===== src/rtl/regfile_wb_arbiter.sv =====
// Register-file writeback arbiter.
// Shares the single register-file write port between ALU (A) and load (M)
// writeback requesters. Uses a valid/ready handshake with round-robin
// priority and a one-stage registered write output. Writes to x0 are
// dropped, and RAW hazards are flagged on rs1/rs2.
module regfile_wb_arbiter #(
   parameter int unsigned REGF_WIDTH = 32,
   parameter int unsigned SELECTORS  = 5
) (
   input  logic                  clk,
   input  logic                  rst,
   input  logic                  a_valid,
   input  logic [SELECTORS-1:0]  a_sel,
   input  logic [REGF_WIDTH-1:0] a_data,
   output logic                  a_ready,
   input  logic                  m_valid,
   input  logic [SELECTORS-1:0]  m_sel,
   input  logic [REGF_WIDTH-1:0] m_data,
   output logic                  m_ready,
   input  logic [SELECTORS-1:0]  rs1,
   input  logic [SELECTORS-1:0]  rs2,
   output logic [SELECTORS-1:0]  rsW,
   output logic [REGF_WIDTH-1:0] rd,
   output logic                  RegWEn,
   output logic                  rs1_pending,
   output logic                  rs2_pending
);

   typedef enum logic {
      PRIO_A = 1'b0,
      PRIO_M = 1'b1
   } prio_t;

   prio_t                 r_prio;
   prio_t                 w_prio_next;
   logic                  w_xfer;
   logic [SELECTORS-1:0]  w_grant_sel;
   logic [REGF_WIDTH-1:0] w_grant_data;

   logic                  r_regwen;
   logic [SELECTORS-1:0]  r_rsw;
   logic [REGF_WIDTH-1:0] r_rd;

   // Priority pointer register
   always_ff @(posedge clk) begin
      if (rst) begin
         r_prio <= PRIO_A;
      end else begin
         r_prio <= w_prio_next;
      end
   end

   // Round-robin grant, handshake readies and pointer next-state
   always_comb begin
      a_ready      = 1'b0;
      m_ready      = 1'b0;
      w_prio_next  = r_prio;
      w_xfer       = 1'b0;
      w_grant_sel  = a_sel;
      w_grant_data = a_data;
      if (!rst) begin
         a_ready = !m_valid || (r_prio == PRIO_A);
         m_ready = !a_valid || (r_prio == PRIO_M);
         // At most one of these can fire: with both valid only one ready is high
         if (a_valid && a_ready) begin
            w_xfer      = 1'b1;
            w_prio_next = PRIO_M;
         end else if (m_valid && m_ready) begin
            w_xfer       = 1'b1;
            w_prio_next  = PRIO_A;
            w_grant_sel  = m_sel;
            w_grant_data = m_data;
         end
      end
   end

   // Registered write stage; x0 writes complete the handshake but never enable
   always_ff @(posedge clk) begin
      if (rst) begin
         r_regwen <= 1'b0;
         r_rsw    <= '0;
         r_rd     <= '0;
      end else begin
         r_regwen <= w_xfer && (w_grant_sel != '0);
         if (w_xfer) begin
            r_rsw <= w_grant_sel;
            r_rd  <= w_grant_data;
         end
      end
   end

   // Hazard flags: write in flight in the output stage or still being requested
   always_comb begin
      rs1_pending = (rs1 != '0) &&
                    ((r_regwen && (r_rsw == rs1)) ||
                     (a_valid && (a_sel == rs1)) ||
                     (m_valid && (m_sel == rs1)));
      rs2_pending = (rs2 != '0) &&
                    ((r_regwen && (r_rsw == rs2)) ||
                     (a_valid && (a_sel == rs2)) ||
                     (m_valid && (m_sel == rs2)));
   end

   assign rsW    = r_rsw;
   assign rd     = r_rd;
   assign RegWEn = r_regwen;

endmodule


===== config.mk =====
export PLATFORM = sky130hd
export DESIGN_NAME = regfile_wb_arbiter
export DESIGN_NICKNAME = d
export VERILOG_FILES = /design/src/rtl/regfile_wb_arbiter.sv
export SDC_FILE = /design/constraint.sdc
export NUM_CORES = 1
export LEC_CHECK = 0
export ABC_AREA = 1
export BUFFER_PORTS_ARGS = -buffer_cell sky130_fd_sc_hd__buf_4
export CORE_MARGIN = 1.5
export CORE_UTILIZATION = 44
export DETAILED_ROUTE_END_ITERATION = 7
export PLACE_DENSITY = 0.88
export SYNTH_ARGS = -nofsm -noshare
export SYNTH_HDL_FRONTEND = slang
export SYNTH_SLANG_ARGS = --single-unit

===== constraint.sdc =====
create_clock -name clk -period 1.4 [get_ports clk]
set_input_delay 0.07 -clock clk [delete_from_list [all_inputs] [get_ports clk]]
set_output_delay 0.07 -clock clk [all_outputs]
set_load 0.01 [all_outputs]

Yosys cells after proc, flatten, opt, wreduce, memory -nomap -nowiden
Cells that the tools add are included.
Operators by class
  reduce and logical (&&, ||, !) cells: 23
  bitwise logic cells: 1
  equal/unequal tests: 6
  muxes and demuxes: 12
Operators with widths (number)
  32-bit 2-to-1 mux: 2
  5-bit == test: 6
  5-bit 2-to-1 mux: 3
  5-bit nonzero test: 3
  1-bit logical AND: 11
  1-bit 2-to-1 mux: 7
  1-bit logical OR: 6
  1-bit logical NOT: 2
  2-bit nonzero test: 1
  1-bit inverter: 1
Word-level totals
  output and inout bits: 42
  register bits: 39
  bits of input ports: 88
  logic and storage cells: 46

Depth between registers and ports, before layout
  word-level depth: 8
  gate-level depth with buffers: 8
  mapped depth without buffers: 8

Least setup slack after synthesis
Ideal clock, no wire load.
  path kind: reg-to-reg
  start: register r_prio
  end: register r_regwen (netlist: RegWEn)
  buffers on the path: 0
  arrival: 0.925 ns
  required time: 1.283 ns
  library setup time: 0.117 ns
  slack: 0.358 ns
  clock period less this slack: 1.042 ns
  stages on the path, launching flop included: 8
  cell sequence: dfxtp_1 inv_1 nand2_4 nand3_4 o21ai_1 nand2_1 nor2_1 nor2_1
Between the ends
  longest elaborated chain between the ends: 7
  elaborated cells between the ends (all ways): 13
  classes of those cells: mux (6); bitwise (1); reduce/logical (6)
RTL lines
  start: declaration: RTL line 34  | prio_t r_prio;
  start signal: assignment: RTL line 49  | r_prio <= w_prio_next;
  1-bit logical OR or 1-bit inverter (tied branches): RTL line 63, 62
  1-bit logical AND or 1-bit logical OR (tied branches): RTL line 68, 62
  5-bit 2-to-1 mux or 1-bit logical AND (tied branches): RTL line 68, 65
  5-bit 2-to-1 mux: RTL line 65  | if (a_valid && a_ready) begin
  5-bit 2-to-1 mux: RTL line 61  | if (!rst) begin
  5-bit nonzero test: RTL line 84  | r_regwen <= w_xfer && (w_grant_sel != '0);
  1-bit logical AND (*): RTL line 84
  end signal: assignment: RTL line 84
  end: declaration: RTL line 40  | logic r_regwen;
Every way passes the cells marked *; elsewhere a longest branch is shown, timed or not.
A chain may end at the register's enable or synchronous reset.

Worst setup path after layout
  start: register r_rsw[1] (netlist: rsW[1])
  end: output port rs1_pending
Between the ends
  longest elaborated chain between the ends: 5
RTL lines
  start: declaration: RTL line 41  | logic [SELECTORS-1:0] r_rsw;
  start signal: assignment: RTL line 86  | r_rsw <= w_grant_sel;
  5-bit == test: RTL line 95  | ((r_regwen && (r_rsw == rs1)) ||
  1-bit logical AND: RTL line 95
  1-bit logical OR: RTL line 95
  1-bit logical OR: RTL line 96  | (a_valid && (a_sel == rs1)) ||
  1-bit logical AND: RTL line 94  | rs1_pending = (rs1 != '0) &&
  end: declaration: RTL line 25  | output logic rs1_pending,
Every way passes these cells.

==> results.ini <==
[setup_path]
critical_path_class = register to primary output
ff2ff_path_depth = 7
r2r-end = rd[15]
slowest_stage = dfxtp_2
end_kind = primary output
cp-start-kind = register
worstPathArrival_ns = 1.31
rrSetupSlack_ns = 0.16
path_cells = inv_2 -> nand2_2 -> o21ai_2 -> nor2_2 -> nand3_1 -> nand3_1 -> nand2_1 -> inv_1 -> buf_6
critPathMaxFanout = 3
crit_required_ns = 1.33
crit_path_max_incr_delay_ns = 0.36
crit_path_frequent_cell = nand3_1
rr_startpoint = r_prio

[finish]
finalNetCount = 578
area.growth.synth_to_final_pct = 53.59
multi_input_area_sq_mm = 0.001272
fin_area_sq_mm = 0.003457
fillers = 434
final_common_cell = buf_4
drive_above_1_share_pct = 36.66
antenna_cells = 0
seq_area_sq_um = 788.3
postLayoutCoreUtil_pct = 71.77
final_cell_mix = 138 x buf_4, 64 x nand2_1, 64 x o21ai_1, 55 x nor2_1, 43 x nand3_1

[logic_synthesis]
yosys_warnings = 0
yosysSeqAreaShare_pct = 34.69
postSynthNetCount = 443
synthCells = 355
ys_types = 20
synth_area_sq_mm = 0.002251
yosys_register_bits = 39
syn_avg_cell_area_sq_um = 6.341

[place]
hpwl_mm = 5.587
dp_slack_ns = 0.1817
finalWeightedCongestion = 0.9199
numPortBuffers = 129
dpl_cell_area_sq_mm = 0.003254

[die]
rows = 25
die_h_microns = 74.53
ios = 130
die_w_microns = 74.53
initial_core_util_pct = 46.73
fp.dieArea_sq_mm = 0.005554
core_area_sq_mm = 0.004817

[clocking]
cts-buffers-inserted = 5
clock_path_buffers = 2
hold_buffers = 0
clock_latency_ns = 0.29
cts.sinks = 39
root_buffer = clkbuf_8
cts.clk_slew.worst_paths_ns = 0.08
htree_levels = 2
cts_tree = yes

[route]
drt-vias-per-instance = 5.086
drc = 0
wl_per_cell_microns = 13.18
num_vias = 2838
first_pass_iters = 4
wirelength_mm = 7.354
drtIter0Drc = 238
final_antenna_net_count = 0

[timing]
setup_slack_ns = 0.01630
skew_ns = 0.005582
worst_pin_slew_ns = 0.3397
timing.slew.headroom_pct = 77.35
setup_violations = 0
rsz0062_at_grt = true
finalCriticalPeriod_ns = 1.384
timing.fmax_ghz = 0.7227
hold_viol_final = 0
slew_viol_final = 0
fin_crit_sh_pct = 98.84

[min_path]
hp-class = input port to register
hold_start = a_data[25]
hold_depth = 3
min_to = rd[25]

[power]
seqPwrFrac_pct = 43.4
p_comb_share_pct = 31.1
power.switching_w = 0.0009073
p_int_w = 0.002011
cellPowerDensity_mw_per_mm2 = 844.3
ir_drop_uv = 755.6
total_power_w = 0.002919
leakage_nw = 1.723
switching_share_pct = 31.09
pwr-share-clk_pct = 25.5

[global_route]
grt_pass1_vias = 2620
antenna_found_initial = 0
grt_pass1_wl_mm = 11.25
grt_use_total_pct = 26.36
overflow = 0
grt_max_degree = 33

[status]
outcome = finished clean

[flow_run]
drv_cap = 0

## synthesized netlist by cell type
library cell / count / area [sq um]
inv_2: 2 / 7.510
inv_1: 28 / 105.1
nor2_4: 2 / 22.52
o21a_1: 1 / 7.510
nand3_4: 1 / 17.52
nand3_1: 43 / 215.2
o21ai_0: 14 / 70.07
nor2_1: 58 / 217.7
dfxtp_1: 39 / 780.8
nand2_4: 2 / 22.52
buf_4: 3 / 22.52
buf_2: 4 / 20.02
o22ai_1: 5 / 31.28
clkbuf_1: 3 / 11.26
a21oi_1: 2 / 10.01
buf_6: 6 / 67.56
nor3_1: 2 / 10.01
nand2_1: 74 / 277.8
o21ai_1: 63 / 315.3
nand4_1: 3 / 18.77
## routing by layer
metal	vias up	share of wire, %	track usage [%]
met3	13	10	8.943
met5	-	0	0
met1	1258	37	30.37
li1	1437	-	-
met2	130	51	46.13
met4	0	1.9	8.081
## metrics by stage
stage	hold WS [ns]	std cells	TNS [ns]
after floorplan	0.1802	355	0
after CTS	0.01934	553	0
after global routing	0.02038	558	-0.1443
after detailed placement	0.3222	543	0
after global placement	0.3164	543	0
final	0.02322	558	0
## worst max-delay path: cells and delay by family (launching register included)
kind / cells / cell delay (ns)
and+or+nand+nor: 5 / 0.39
DFF: 1 / 0.36
buffers and inverters: 3 / 0.22
AOI/OAI and AO/OA: 1 / 0.05
## sequential cells by signal (all words and copies together) (netlist names)
register,cells
rd,32
rsW,5
RegWEn,1
r_prio,1
## cells by family (layout without fill, tap and decap cells)
group                  after synthesis  count (layout)  synth area share (%)
AOI/OAI and AO/OA                   85              85                 19.29
DFF                                 39              39                 34.69
buffers and inverters               46             182                 10.39
and+or+nand+nor                    185             185                 35.63
## worst max path at each step
stage	slack, ns	cells after the start	start	end
floorplan	0.36	7	r_prio	RegWEn
global placement	0.23	9	rsW[1]	rs2_pending
detailed placement	0.18	7	r_prio	rd[0]
CTS	0.00008	8	rsW[2]	rs1_pending
global route	-0.08	9	rsW[1]	rs1_pending
finish	0.02	9	rsW[1]	rs1_pending
## power groups by stage
stage / Sequential (W) / Clock [W] / Combinational (W)
6_report: 0.00127 / 0.000744 / 0.000908
5_1_grt: 0.00128 / 0.000808 / 0.000997
4_1_cts: 0.00127 / 0.000753 / 0.000869
3_5_place_dp: 0.00129 / 0 / 0.000849
3_3_place_gp: 0.00129 / 0 / 0.000833
2_1_floorplan: 0.00132 / 0 / 0.000367
## repair_timing
action,4_1_cts,5_1_grt
pin swaps,5,14
resized for setup,12,19
buffers inserted,2,5
endpoints found under the setup margin,2,2
## cell type report
class / instances / area share [%]
Clock buffer: 6 / 2.099
Timing Repair Buffer: 144 / 32.18
Multi-Input combinational cell: 270 / 36.81
Inverter: 30 / 3.330
Sequential cell: 39 / 22.80
Clock inverter: 2 / 0.3619
Tap cell: 67 / 2.425
Note: power is estimated with default switching activity, not from simulation.
